**src/rtl/ncpu32k_exc_ctrl.sv**
```systemverilog
// Exception/interrupt sequencer: arbitrates requests, saves PSR/EPC/ELSA,
// restores PSR fields on return, and issues a fetch redirect to the handler.
module ncpu32k_exc_ctrl #(
    parameter logic [31:0] EXC_VEC_BASE = 32'h0000_0100,
    parameter int          PSR_DW       = 10
) (
    input  logic              clk,
    input  logic              rst,
    input  logic              exc_ipf,
    input  logic              exc_insn,
    input  logic              exc_dpf,
    input  logic              exc_syscall,
    input  logic              irq,
    input  logic              exc_ret,
    input  logic [31:0]       exc_pc,
    input  logic [31:0]       exc_lsa,
    input  logic [PSR_DW-1:0] msr_psr,
    input  logic [PSR_DW-1:0] msr_epsr,
    input  logic [31:0]       msr_epc,
    output logic              exc_ack,
    output logic              flush,
    output logic              msr_syscall_ent,
    output logic [PSR_DW-1:0] msr_epsr_nxt,
    output logic              msr_epsr_we,
    output logic [31:0]       msr_epc_nxt,
    output logic              msr_epc_we,
    output logic [31:0]       msr_elsa_nxt,
    output logic              msr_elsa_we,
    output logic              msr_psr_cc_nxt,
    output logic              msr_psr_cc_we,
    output logic              msr_psr_rm_nxt,
    output logic              msr_psr_rm_we,
    output logic              msr_psr_ire_nxt,
    output logic              msr_psr_ire_we,
    output logic              msr_psr_imme_nxt,
    output logic              msr_psr_imme_we,
    output logic              msr_psr_dmme_nxt,
    output logic              msr_psr_dmme_we,
    output logic              redirect_vld,
    output logic [31:0]       redirect_pc,
    input  logic              redirect_rdy,
    output logic              busy
);

    localparam logic [1:0] S_IDLE    = 2'd0;
    localparam logic [1:0] S_SAVE    = 2'd1;
    localparam logic [1:0] S_RESTORE = 2'd2;
    localparam logic [1:0] S_VECTOR  = 2'd3;

    // Cause codes double as the vector slot index (slot stride 0x10).
    localparam logic [2:0] C_IPF     = 3'd0;
    localparam logic [2:0] C_INSN    = 3'd1;
    localparam logic [2:0] C_DPF     = 3'd2;
    localparam logic [2:0] C_SYSCALL = 3'd3;
    localparam logic [2:0] C_IRQ     = 3'd4;
    localparam logic [2:0] C_RET     = 3'd5;

    localparam int PSR_CC   = 0;
    localparam int PSR_RM   = 4;
    localparam int PSR_IRE  = 5;
    localparam int PSR_IMME = 6;
    localparam int PSR_DMME = 7;

    logic [1:0]  state;
    logic [2:0]  cause_q;
    logic [31:0] pc_q;
    logic [31:0] lsa_q;
    logic [31:0] tgt_q;
    logic [2:0]  acc_cause;
    logic        req_any;
    logic        accept;
    logic        in_save;
    logic        in_restore;
    logic        in_vector;
    logic        unused_bits;

    always_comb begin
        acc_cause = C_IPF;
        req_any   = 1'b1;
        if (exc_ipf)                       acc_cause = C_IPF;
        else if (exc_insn)                 acc_cause = C_INSN;
        else if (exc_dpf)                  acc_cause = C_DPF;
        else if (exc_syscall)              acc_cause = C_SYSCALL;
        else if (irq && msr_psr[PSR_IRE])  acc_cause = C_IRQ;
        else if (exc_ret)                  acc_cause = C_RET;
        else                               req_any   = 1'b0;
    end

    // Gating with rst keeps the ack low while reset is held.
    assign accept     = req_any && (state == S_IDLE) && !rst;
    assign in_save    = (state == S_SAVE);
    assign in_restore = (state == S_RESTORE);
    assign in_vector  = (state == S_VECTOR);

    always_ff @(posedge clk or posedge rst) begin
        if (rst) begin
            state <= S_IDLE;
        end else begin
            case (state)
                S_IDLE:    if (accept) state <= (acc_cause == C_RET) ? S_RESTORE : S_SAVE;
                S_SAVE:    state <= S_VECTOR;
                S_RESTORE: state <= S_VECTOR;
                S_VECTOR:  if (redirect_rdy) state <= S_IDLE;
                default:   state <= S_IDLE;
            endcase
        end
    end

    // Data-only registers; every consumer is qualified by state.
    always_ff @(posedge clk) begin
        if (accept) begin
            cause_q <= acc_cause;
            pc_q    <= exc_pc;
            lsa_q   <= exc_lsa;
            tgt_q   <= EXC_VEC_BASE + {25'd0, acc_cause, 4'd0};
        end else if (in_restore) begin
            tgt_q   <= msr_epc;
        end
    end

    assign exc_ack         = accept;
    assign flush           = accept;
    assign busy            = (state != S_IDLE);

    assign msr_syscall_ent = in_save;
    assign msr_epsr_we     = in_save;
    assign msr_epsr_nxt    = in_save ? msr_psr : '0;
    assign msr_epc_we      = in_save;
    // Syscall and irq resume after the current instruction.
    assign msr_epc_nxt     = !in_save ? 32'd0 :
                             ((cause_q == C_SYSCALL) || (cause_q == C_IRQ)) ? pc_q + 32'd4 : pc_q;
    assign msr_elsa_we     = in_save && (cause_q == C_DPF);
    assign msr_elsa_nxt    = msr_elsa_we ? lsa_q : 32'd0;

    assign msr_psr_cc_we    = in_restore;
    assign msr_psr_rm_we    = in_restore;
    assign msr_psr_ire_we   = in_restore;
    assign msr_psr_imme_we  = in_restore;
    assign msr_psr_dmme_we  = in_restore;
    assign msr_psr_cc_nxt   = in_restore && msr_epsr[PSR_CC];
    assign msr_psr_rm_nxt   = in_restore && msr_epsr[PSR_RM];
    assign msr_psr_ire_nxt  = in_restore && msr_epsr[PSR_IRE];
    assign msr_psr_imme_nxt = in_restore && msr_epsr[PSR_IMME];
    assign msr_psr_dmme_nxt = in_restore && msr_epsr[PSR_DMME];

    assign redirect_vld = in_vector;
    assign redirect_pc  = in_vector ? tgt_q : 32'd0;

    assign unused_bits = ^{msr_epsr[PSR_DW-1:8], msr_epsr[3:1]};

endmodule
```
**config.mk**
```make
export PLATFORM = sky130hd
export DESIGN_NAME = ncpu32k_exc_ctrl
export DESIGN_NICKNAME = d
export VERILOG_FILES = /design/src/rtl/ncpu32k_exc_ctrl.sv
export SDC_FILE = /design/constraint.sdc
export NUM_CORES = 1
export LEC_CHECK = 0
export ABC_AREA = 0
export ABC_CLOCK_PERIOD_IN_PS = 2900
export BUFFER_PORTS_ARGS = -buffer_cell sky130_fd_sc_hd__buf_2
export CORE_MARGIN = 2
export CORE_UTILIZATION = 42
export DETAILED_ROUTE_END_ITERATION = 10
export GPL_ROUTABILITY_DRIVEN = 0
export PLACE_DENSITY = 0.79
export SLEW_MARGIN = 25
export SYNTH_ARGS = -nofsm -noshare
export SYNTH_HDL_FRONTEND = slang
export SYNTH_SLANG_ARGS = --single-unit
export TNS_END_PERCENT = 20
```
**constraint.sdc**
```tcl
create_clock -name clk -period 2.9 [get_ports clk]
set_input_delay 0.29 -clock clk [delete_from_list [all_inputs] [get_ports clk]]
set_output_delay 0.29 -clock clk [all_outputs]
set_load 0.02 [all_outputs]
```
==> results of run 1 <==
[power groups by stage]
stage / combinational, mW / clock [mW] / sequential [mW]
6_report: 2.21 / 1.23 / 2.15
5_1_grt: 2.39 / 1.31 / 2.19
4_1_cts: 2.23 / 1.26 / 2.15
3_5_place_dp: 2.21 / 0 / 2.18
3_3_place_gp: 2.17 / 0 / 2.16
2_1_floorplan: 1.51 / 0 / 2.14
[cell families after synthesis]
group,after synthesis
buffers and inverters,38
and+or+nand+nor,191
DFF,101
muxes,6
adders and majority gates,6
AOI/OAI and AO/OA,64
xor gates and xnor gates,7
[worst paths after layout]
| path | endpoint | slack (ps) | cells after the start |
|---|---|---|---|
| min | lsa_q[24] | 110 | 1 |
| max in group asynchronous | state[1] | 2410 | 3 |
| min reg2reg | state[1] | 610 | 1 |
| max reg2reg | tgt_q[26] | 440 | 6 |
| min in group asynchronous | state[0] | 360 | 3 |
| max | msr_epc_nxt[28] | 170 | 5 |
[Yosys cell counts (4+ instances only)]
cell	instances
a21oi_1	23
and2_1	88
and4_1	6
buf_2	4
buf_4	8
clkbuf_1	13
edfxtp_1	99
ha_1	6
inv_1	10
nand2_1	11
nand3_1	6
nand4_1	5
nor2_1	9
nor2b_1	31
o211ai_1	4
o21a_1	5
o21ai_0	5
o31ai_1	14
or3_1	4
or4_1	15
xnor2_1	4
[routing by layer]
layer / vias up / GRT usage, % / share of wire, %
met4: 0 / 6.02 / 1.5
met3: 15 / 7.39 / 8.5
met5: - / 0 / 0
met1: 1945 / 22.5 / 39
met2: 196 / 32.7 / 50
li1: 1962 / - / -
[area by class of cell]
cell class / count / area (µm²)
tap: 147 / 184
clock buffer: 10 / 229
fill: 1004 / 5190
timing repair buffer: 248 / 1280
inverter: 10 / 37.5
clock inverter: 6 / 71.3
multi-input combinational: 274 / 1850
sequential: 101 / 3020
[worst max-delay path, cell delays in order, from the launching register on]
cell and delay [ps]:
edfxtp_1 420, and4_1 450, nand4_4 280, or4_1 560, a21oi_1 190, buf_2 200
[sequential cells by signal, summed over array words and instances (netlist names)]
name,cells
tgt_q,32
cause_q,3
state,2
lsa_q,32
pc_q,32
[repair_timing]
action,4_1_cts,5_1_grt
hold endpoints to repair,2,0
gates resized for setup,0,3
setup buffers,0,0
hold buffers,1,0
setup endpoints to repair,0,22
==> metrics.md, run 1 <==
| Metric | Value |
|---|---|
| Max-Cap Viols | 0 |
| Synth Area in XOR/XNOR | 1.21% |
| Drt first pass iters | 5 |
| Layout Nets | 775 |
| Commonest non-fill, non-tap cell in the layout | buf_2 |
| Syn Nets | 544 |
| Vias | 4,118 |
| Power share of the sequential group | 38.5% |
| Mapped cell area | 5050 µm² |
| Unrepaired setup endpoints after global routing | true |
| Pleak | 2.90 nW |
| # setup viols final | 0 |
| Int Pwr | 3.43 mW |
| Final HPWL DP | 9090 µm |
| First-pass GRT wire length | 19,400 µm |
| Slew Viols, Final | 0 |
| Die H | 114 µm |
| Fin Setup TNS | 0 ps |
| Routed vias/inst | 5.17 |
| Design area | 6670 µm² |
| WL per Instance | 15.7 µm |
| Sw Share | 38.6% |
| Startpoint Class | flip-flop |
| Fmax | 366 MHz |
| Least-Margin Pin Slew | 888 ps |
| Post-placement cell count | 779 |
| Num CTS Buffers | 9 |
| EDFF count, synth | 99 |
| P_sw | 2.16 mW |
| Compound-Gate Fraction of Synth Area | 8.25% |
| Post-synth ARST share | 1.98% |
| Synthesized instance count | 413 |
| Launching point of the worst reg2reg path | state[0] |
| Critical setup path kind | reg -> out |
| Worst EP required | 2610 ps |
| Seq/Total Area, Yosys | 59.9% |
| CTS tree | done |
| Mux cell area share after synthesis | 1.26% |
| Crit. End Element | output pin |
| Period utilization | 94.2% |
| Global route total overflow | 0 |
| Critical path startpoint | pc_q[8] |
| Clock power share | 22.0% |
| Tot Pwr | 5.59 mW |
| Clk root buf | clkbuf_16 |
| GRT Total Usage | 19.2% |
| Worst path arrival time | 2440 ps |
| Largest net degree at the start of global routing | 78 |
| FF+latch count, synth | 101 |
| Antenna Nets Post-Route | 0 |
| Largest family of logic cells by synthesized area | simple AND/OR/NAND/NOR gates |
| Worst-path clk slew | 70 ps |
| Inserted Diodes | 0 |
| Yosys top cell area share | 58.9% |
| Hold Startpoint | exc_lsa[24] |
| Synth warn | 0 |
| Initial antenna violation count | 0 |
| Non-Filler Instances | 796 |
| FP Rows | 40 |
| Cell area power density | 838 nW/µm² |
| Gate power share | 39.5% |
| CTS HTree Levels | 3 |
| Final Hold Violating Endpoints | 0 |
| PortBufs | 243 |
| Largest area contributor in the synthesized netlist | edfxtp_1 |
| Hold_ws | 106 ps |
| Dpl cell area | 6350 µm² |
| Dpl ws | 411 ps |
| Syn_area_per_cell | 12.2 µm² |
| Maximum vdd drop | 0.722 mV |
| Number of distinct library cells after synthesis | 46 |
| Ports | 249 |
| Clock Skews | 8.64 ps |
| Number of remaining DRC errors | 0 |
| Initial Util | 42.6% |
| Die Wd | 114 µm |
| Worst Hold Class | in -> reg |
| Clk buf depth | 2 |
| Final core occ | 56.2% |
| P&R area growth vs syn | 32.0% |
| Top cells by area, synth | edfxtp_1 59%, and2_1 11%, nor2b_1 3.8% |
| Initial DRC Count | 326 |
| Routed wire length | 12,500 µm |
| Worst-Skew Late Latency | 350 ps |
| Post-Synth Simple-Gate Area | 24.0% |
| Commonest non-fill, non-tap cells in the layout | 243 x buf_2, 99 x edfxtp_1, 88 x and2_1 |
| CP max FO | 16 |
| Layout cell share with drive strength beyond 1 | 42.4% |
| Worst Slack Setup Final | 169 ps |
| Final min period | 2730 ps |
| Ys flop type | edfxtp_1 |
| Number of global-route vias before repair | 3,993 |
| Core Area | 11,900 µm² |
| Slew Limit Headroom | 40.8% |
| Outcome | finished, final reports clean |
| Die area | 12,900 µm² |
| CTS sink cnt | 101 |
| Adder-cell share of the synthesized area | 1.49% |
Power figures use the tool's default switching activity.
==> run 2: changes to the inputs <==
--- a/config.mk
+++ b/config.mk
@@ -9,10 +9,10 @@
 export ABC_CLOCK_PERIOD_IN_PS = 2900
 export BUFFER_PORTS_ARGS = -buffer_cell sky130_fd_sc_hd__buf_2
 export CORE_MARGIN = 2
-export CORE_UTILIZATION = 42
+export CORE_UTILIZATION = 35
 export DETAILED_ROUTE_END_ITERATION = 10
 export GPL_ROUTABILITY_DRIVEN = 0
-export PLACE_DENSITY = 0.79
+export PLACE_DENSITY = 0.68
 export SLEW_MARGIN = 25
 export SYNTH_ARGS = -nofsm -noshare
 export SYNTH_HDL_FRONTEND = slang
==> run 2 against run 1 <==
Register-to-register slack improved by 190 ps; highest routed layer is now met5; global-route usage down 3.0 points; sequential share of layout area shrank 0.25 points; first-iteration DRC count fell by 29%; largest cell class unchanged; wire length rose by 2.3%; sequential power about the same; critical endpoint is now msr_epc_nxt[18]; via count fell by 1.7%; worst setup slack gained 33 ps; combinational power hardly changed.
==> metrics.md, run 2 (synthesis results as in run 1) <==
| Metric | Value |
|---|---|
| Critical Path, Cell by Cell | and3b_2 > o21ai_1 > or4_1 > a21oi_1 > buf_2 (was and4_1 > nand4_4 > or4_1 > a21oi_1 > buf_2) |
| FP Rows | 43 (was 40) |
| Core Area | 14,000 µm² (was 11,900 µm²) |
| Dpl ws | 427 ps (was 411 ps) |
| CP max FO | 12 (was 16) |
| Maximum vdd drop | 0.380 mV (was 0.722 mV) |
| GRT Total Usage | 16.2% (was 19.2%) |
| Number of remaining DRC errors | 0 (unchanged) |
| PortBufs | 243 (unchanged) |
| Layout Nets | 777 (was 775) |
| Startpoint Class | flip-flop (unchanged) |
| Reg-to-reg endpoint | tgt_q[23] (was tgt_q[26]) |
| Worst Slack Setup Final | 203 ps (was 169 ps) |
| Commonest non-fill, non-tap cell in the layout | buf_2 (unchanged) |
| Global route total overflow | 0 (unchanged) |
| Crit. End Element | output pin (unchanged) |
| Clk buf depth | 2 (unchanged) |
| Die area | 15,400 µm² (was 12,900 µm²) |
| Slowest CP cell | or4_1 (unchanged) |
| CTS tree | done (unchanged) |
| Layout cell share with drive strength beyond 1 | 42.5% (was 42.4%) |
| Drt first pass iters | 4 (was 5) |
| Final Hold Violating Endpoints | 0 (unchanged) |
| First-pass GRT wire length | 19,500 µm (was 19,400 µm) |
| Slew Limit Headroom | 35.8% (was 40.8%) |
| Reg2Reg Depth | 6 (unchanged) |
| Hold_ws | 111 ps (was 106 ps) |
| Least-Margin Pin Slew | 963 ps (was 888 ps) |
| Pleak | 2.91 nW (was 2.90 nW) |
| Reg2Reg Setup Slack | 630 ps (was 440 ps) |
| Largest net degree at the start of global routing | 52 (was 78) |
| Antenna Nets Post-Route | 0 (unchanged) |
| # setup viols final | 0 (unchanged) |
| Routed vias/inst | 4.87 (was 5.17) |
| Biggest regs | lsa_q: 32 flops, pc_q: 32 flops, tgt_q: 32 flops (unchanged) |
| Max-Cap Viols | 0 (unchanged) |
| Number of global-route vias before repair | 4,039 (was 3,993) |
| Fillcell total | 1,302 (was 1,004) |
| Slew Viols, Final | 0 (unchanged) |
| Die Wd | 124 µm (was 114 µm) |
| Routed wire length | 12,800 µm (was 12,500 µm) |
| P&R area growth vs syn | 32.8% (was 32.0%) |
| Commonest non-fill, non-tap cells in the layout | 243 x buf_2, 99 x edfxtp_1, 88 x and2_1 (unchanged) |
| CTS HTree Levels | 3 (unchanged) |
| Worst-Skew Late Latency | 350 ps (about the same) |
| Clock Skews | 8.92 ps (was 8.64 ps) |
| Initial DRC Count | 231 (was 326) |
| Cell area power density | 821 nW/µm² (was 838 nW/µm²) |
| Inserted Diodes | 0 (unchanged) |
| Hold endpoint | lsa_q[8] (was lsa_q[24]) |
| Fmax | 371 MHz (was 366 MHz) |
| Period utilization | 93.0% (was 94.2%) |
| Worst path arrival time | 2410 ps (was 2440 ps) |
| Vias | 4,049 (was 4,118) |
| Ports | 249 (unchanged) |
| Critical setup path kind | reg -> out (unchanged) |
| Initial antenna violation count | 1 (was 0) |
| WL per Instance | 15.4 µm (was 15.7 µm) |
| Unrepaired setup endpoints after global routing | false (was true) |
| Initial Util | 36.1% (was 42.6%) |
| Die H | 124 µm (was 114 µm) |
| Clk root buf | clkbuf_16 (unchanged) |
| Hold Startpoint | exc_lsa[8] (was exc_lsa[24]) |
| Hold path depth | 1 (unchanged) |
| Worst EP required | 2610 ps (about the same) |
| Outcome | finished, final reports clean (unchanged) |
| Fin Setup TNS | 0 ps (unchanged) |
| Worst Hold Class | in -> reg (unchanged) |
| Max stage delay on crit path | 510 ps (was 560 ps) |
| Num CTS Buffers | 9 (unchanged) |
| Final HPWL DP | 9630 µm (was 9090 µm) |
| Final min period | 2700 ps (was 2730 ps) |
| CTS sink cnt | 101 (unchanged) |
| Launching point of the worst reg2reg path | state[1] (was state[0]) |
| Worst-path clk slew | 70 ps (about the same) |
-- run 2: cell types whose count changed in the layout (fill, tap and decap cells not counted), sizes merged --
cell,delta
inv,+1
clkinvlp,-1
buf,+2
clkinv,+1
bufinv,-1
-- run 2: critical path: cells and delay by family, from the launching register on --
family	cells	cell delay, ps
AOI/OAI and AO/OA	2	480
buffers and inverters	1	170
DFF	1	460
and+or+nand+nor	2	950
-- run 2: routing by layer --
layer  vias to the layer above  part of all wire [%]  global-route usage (%)
met5                         -                  0.10                       0
met4                         2                   1.6                    5.48
met1                      1877                    39                    19.0
met2                       188                    48                    26.4
li1                       1963                     -                       -
met3                        19                    12                    7.23
-- run 2: how the worst max path moves through the flow --
stage,to,slack [ps],startpoint,cells past startpoint
after floorplan,tgt_q[0],140,state[0],7
after global placement,msr_epc_nxt[31],460,cause_q[2],5
after detailed placement,msr_epc_nxt[31],430,cause_q[2],5
after CTS,msr_epc_nxt[31],50,cause_q[2],5
after global routing,msr_epc_nxt[31],30,pc_q[8],5
final,msr_epc_nxt[18],200,cause_q[2],5
-- run 2: where the power goes --
group | internal [mW] | switching [mW] | leakage, nW
Combinational | 0.727 | 1.46 | 1.83
Sequential | 2.03 | 0.124 | 0.939
Clock | 0.599 | 0.563 | 0.138
-- run 2: metrics by stage --
stage / instances / util, % / area [µm²] / power [mW]
2_1_floorplan: 413 / - / 5050 / 3.64
3_3_place_gp: 814 / 45.7 / 6390 / 4.34
4_1_cts: 831 / 47.8 / 6690 / 5.56
6_report: 831 / 47.9 / 6700 / 5.50
5_1_grt: 831 / 47.9 / 6700 / 5.83
3_5_place_dp: 814 / 45.7 / 6390 / 4.38
-- run 2: cell type report --
cell class | instances | area (µm²) | share of cell area (%)
Tap cell | 180 | 225 | 3.36
Clock inverter | 6 | 57.6 | 0.859
Timing Repair Buffer | 250 | 1270 | 19.0
Clock buffer | 10 | 229 | 3.42
Sequential cell | 101 | 3020 | 45.1
Inverter | 10 | 37.5 | 0.560
Multi-Input combinational cell | 274 | 1860 | 27.7
-- run 2: what timing repair did --
item / CTS / global route
endpoints found under the setup margin: 0 / 14
endpoints found under the hold margin: 2 / 0
hold buffers: 1 / 0
buffers inserted: 0 / 0
gates resized for setup: 0 / 4
==> run 3: changes to the inputs <==
--- a/config.mk
+++ b/config.mk
@@ -6,13 +6,15 @@
 export NUM_CORES = 1
 export LEC_CHECK = 0
 export ABC_AREA = 0
-export ABC_CLOCK_PERIOD_IN_PS = 2900
+export ABC_CLOCK_PERIOD_IN_PS = 2800
 export BUFFER_PORTS_ARGS = -buffer_cell sky130_fd_sc_hd__buf_2
+export CELL_PAD_IN_SITES_DETAIL_PLACEMENT = 1
+export CELL_PAD_IN_SITES_GLOBAL_PLACEMENT = 2
 export CORE_MARGIN = 2
-export CORE_UTILIZATION = 35
+export CORE_UTILIZATION = 28
 export DETAILED_ROUTE_END_ITERATION = 10
 export GPL_ROUTABILITY_DRIVEN = 0
-export PLACE_DENSITY = 0.68
+export PLACE_DENSITY = 0.83
 export SLEW_MARGIN = 25
 export SYNTH_ARGS = -nofsm -noshare
 export SYNTH_HDL_FRONTEND = slang
==> constraint.sdc (replaced) <==
create_clock -name clk -period 2.8 [get_ports clk]
set_input_delay 0.28 -clock clk [delete_from_list [all_inputs] [get_ports clk]]
set_output_delay 0.28 -clock clk [all_outputs]
set_load 0.02 [all_outputs]
==> run 3 against run 2 <==
First-iteration DRC count fell by 55%; sequential power increased by 4%; global-route usage shrank 0.79 points; critical path depth up 1; clock-buffer cell count is 1 lower; register-to-register slack worse by 210 ps; utilization fell by 9.7 points; worst setup slack lost 40 ps; die area is 24% higher; hold slack got worse by 12 ps; via count up 0.44%; largest power group unchanged.
==> metrics.md, run 3 (synthesis results as in run 1) <==
| Metric | Value |
|---|---|
| Outcome | finished, final reports clean (unchanged) |
| Reg2Reg Depth | 6 (unchanged) |
| # setup viols final | 0 (unchanged) |
| First-pass GRT wire length | 23,600 µm (was 19,500 µm) |
| FP Rows | 49 (was 43) |
| Routed vias/inst | 4.60 (was 4.87) |
| Num CTS Buffers | 9 (unchanged) |
| Hold endpoint | lsa_q[21] (was lsa_q[8]) |
| Final min period | 2640 ps |
| P&R area growth vs syn | 35.2% (was 32.8%) |
| Fillcell total | 2,023 (was 1,302) |
| Fin Setup TNS | 0 ps (unchanged) |
| Layout Nets | 780 (was 777) |
| Clk root buf | clkbuf_16 (unchanged) |
| Clock Skews | 15.6 ps (was 8.92 ps) |
| Reg-to-reg endpoint | tgt_q[19] (was tgt_q[23]) |
| Commonest non-fill, non-tap cell in the layout | buf_2 (unchanged) |
| WL per Instance | 16.5 µm (was 15.4 µm) |
| Post-placement cell count | 866 (was 814) |
| Routed wire length | 14,600 µm (was 12,800 µm) |
| Final HPWL DP | 11,300 µm (was 9630 µm) |
| Clk buf depth | 2 (unchanged) |
| Critical path startpoint | cause_q[0] (was cause_q[2]) |
| CTS sink cnt | 101 (unchanged) |
| PortBufs | 243 (unchanged) |
| Worst-Skew Late Latency | 350 ps (about the same) |
| CP max FO | 11 (was 12) |
| CTS HTree Levels | 3 (unchanged) |
| Footprint of the multi-input gates | 1870 µm² (was 1860 µm²) |
| Slew Limit Headroom | 48.8% (was 35.8%) |
| Final Hold Violating Endpoints | 0 (unchanged) |
| Slew Viols, Final | 0 (unchanged) |
| Die area | 19,100 µm² (was 15,400 µm²) |
| Hold path depth | 1 (unchanged) |
| Launching point of the worst reg2reg path | state[0] (was state[1]) |
| Least-Margin Pin Slew | 768 ps (was 963 ps) |
| Hold_ws | 98.7 ps (was 111 ps) |
| Post-CTS Setup Bufs | 0 (unchanged) |
| Max-Cap Viols | 0 (unchanged) |
| Layout cell share with drive strength beyond 1 | 43.4% (was 42.5%) |
| Non-Filler Instances | 884 (was 831) |
| Worst-path clk slew | 80 ps (was 70 ps) |
| Initial antenna violation count | 4 (was 1) |
| Number of global-route vias before repair | 4,593 (was 4,039) |
| Period utilization | 94.2% |
| GRT Total Usage | 15.4% (was 16.2%) |
| Hold Startpoint | exc_lsa[21] (was exc_lsa[8]) |
| Die Wd | 138 µm (was 124 µm) |
| Initial DRC Count | 105 (was 231) |
| Core Area | 17,800 µm² (was 14,000 µm²) |
| Worst EP required | 2520 ps (was 2610 ps) |
| Maximum vdd drop | 0.366 mV (was 0.380 mV) |
| Crit. End Element | output pin (unchanged) |
| Pleak | 2.93 nW (was 2.91 nW) |
| CTS tree | done (unchanged) |
| Number of remaining DRC errors | 0 (unchanged) |
| Critical setup path kind | reg -> out (unchanged) |
| Biggest regs | lsa_q: 32 flops, pc_q: 32 flops, tgt_q: 32 flops (unchanged) |
| Vias | 4,067 (was 4,049) |
| Final core occ | 38.3% (was 47.9%) |
| Worst path arrival time | 2360 ps (was 2410 ps) |
| Initial Util | 28.3% (was 36.1%) |
| Cell area power density | 851 nW/µm² (was 821 nW/µm²) |
| Fmax | 379 MHz |
| Die H | 138 µm (was 124 µm) |
| Reg2Reg Setup Slack | 420 ps (was 630 ps) |
| Antenna Nets Post-Route | 0 (unchanged) |
| Reg area | 3020 µm² (unchanged) |
| Commonest non-fill, non-tap cells in the layout | 243 x buf_2, 99 x edfxtp_1, 88 x and2_1 (unchanged) |
| Ports | 249 (unchanged) |
| Worst Hold Class | in -> reg (unchanged) |
| Drt first pass iters | 4 (unchanged) |
| Unrepaired setup endpoints after global routing | false (unchanged) |
| Largest net degree at the start of global routing | 49 (was 52) |
| Global route total overflow | 0 (unchanged) |
| Startpoint Class | flip-flop (unchanged) |
[run 3: cell types whose count changed in the layout (fill, tap and decap cells not counted), sizes merged]
| cell | previous run | this run |
|---|---|---|
| buf | 249 | 252 |
| clkbuf | 10 | 9 |
| diode | 0 | 1 |
| inv | 12 | 13 |
[run 3: routing by layer]
metal  GRT usage, %  vias up  routed length [µm]
met2           28.9      138                7810
met5              0        -                  37
met3           7.17       12                1200
li1               -     1973                   -
met1           15.7     1938                5440
met4           3.11        6                 101
[run 3: power breakdown]
part | total (mW) | leakage [nW] | internal (mW) | switching (mW)
Sequential | 2.23 | 0.939 | 2.10 | 0.134
Clock | 1.24 | 0.140 | 0.626 | 0.611
Combinational | 2.34 | 1.85 | 0.773 | 1.57
Total | 5.81 | 2.93 | 3.50 | 2.32
[run 3: what timing repair did]
| action | CTS | global route |
|---|---|---|
| hold buffers | 1 | 0 |
| hold endpoints to repair | 2 | 0 |
| setup endpoints to repair | 6 | 13 |
| resized for setup | 3 | 5 |
[run 3: worst max path at each step]
stage,slack (ps),end,cells after the start
3_5_place_dp,360,msr_epc_nxt[4],7
3_3_place_gp,450,msr_epc_nxt[17],6
4_1_cts,20,msr_epc_nxt[31],5
2_1_floorplan,40,tgt_q[0],7
6_report,160,msr_epc_nxt[31],6
5_1_grt,0.9,flush,7
[run 3: layout make-up]
cell class,instances,area share (%)
well taps,229,4.20
clock inverters,7,0.990
multi-input cells,274,27.4
diodes,1,0.0367
clock buffers,9,3.30
flip-flops and latches,101,44.3
repair buffers,253,19.2
inverters,10,0.550
[run 3: worst max-delay path, cell delays in order, from the launching register on]
cell	delay, ps
edfxtp_1	490
nor3b_2	250
buf_6	180
o2111ai_4	200
or4_1	540
a21oi_2	180
buf_2	180
[run 3: per-stage QoR]
stage          instance area, µm²  worst slack, ps  power, mW
3_5_place_dp                 6490              356       4.65
2_1_floorplan                5050             38.1       3.77
3_3_place_gp                 6490              449       4.59
5_1_grt                      6830            0.939       6.18
6_report                     6830              163       5.81
4_1_cts                      6810             23.1       5.93
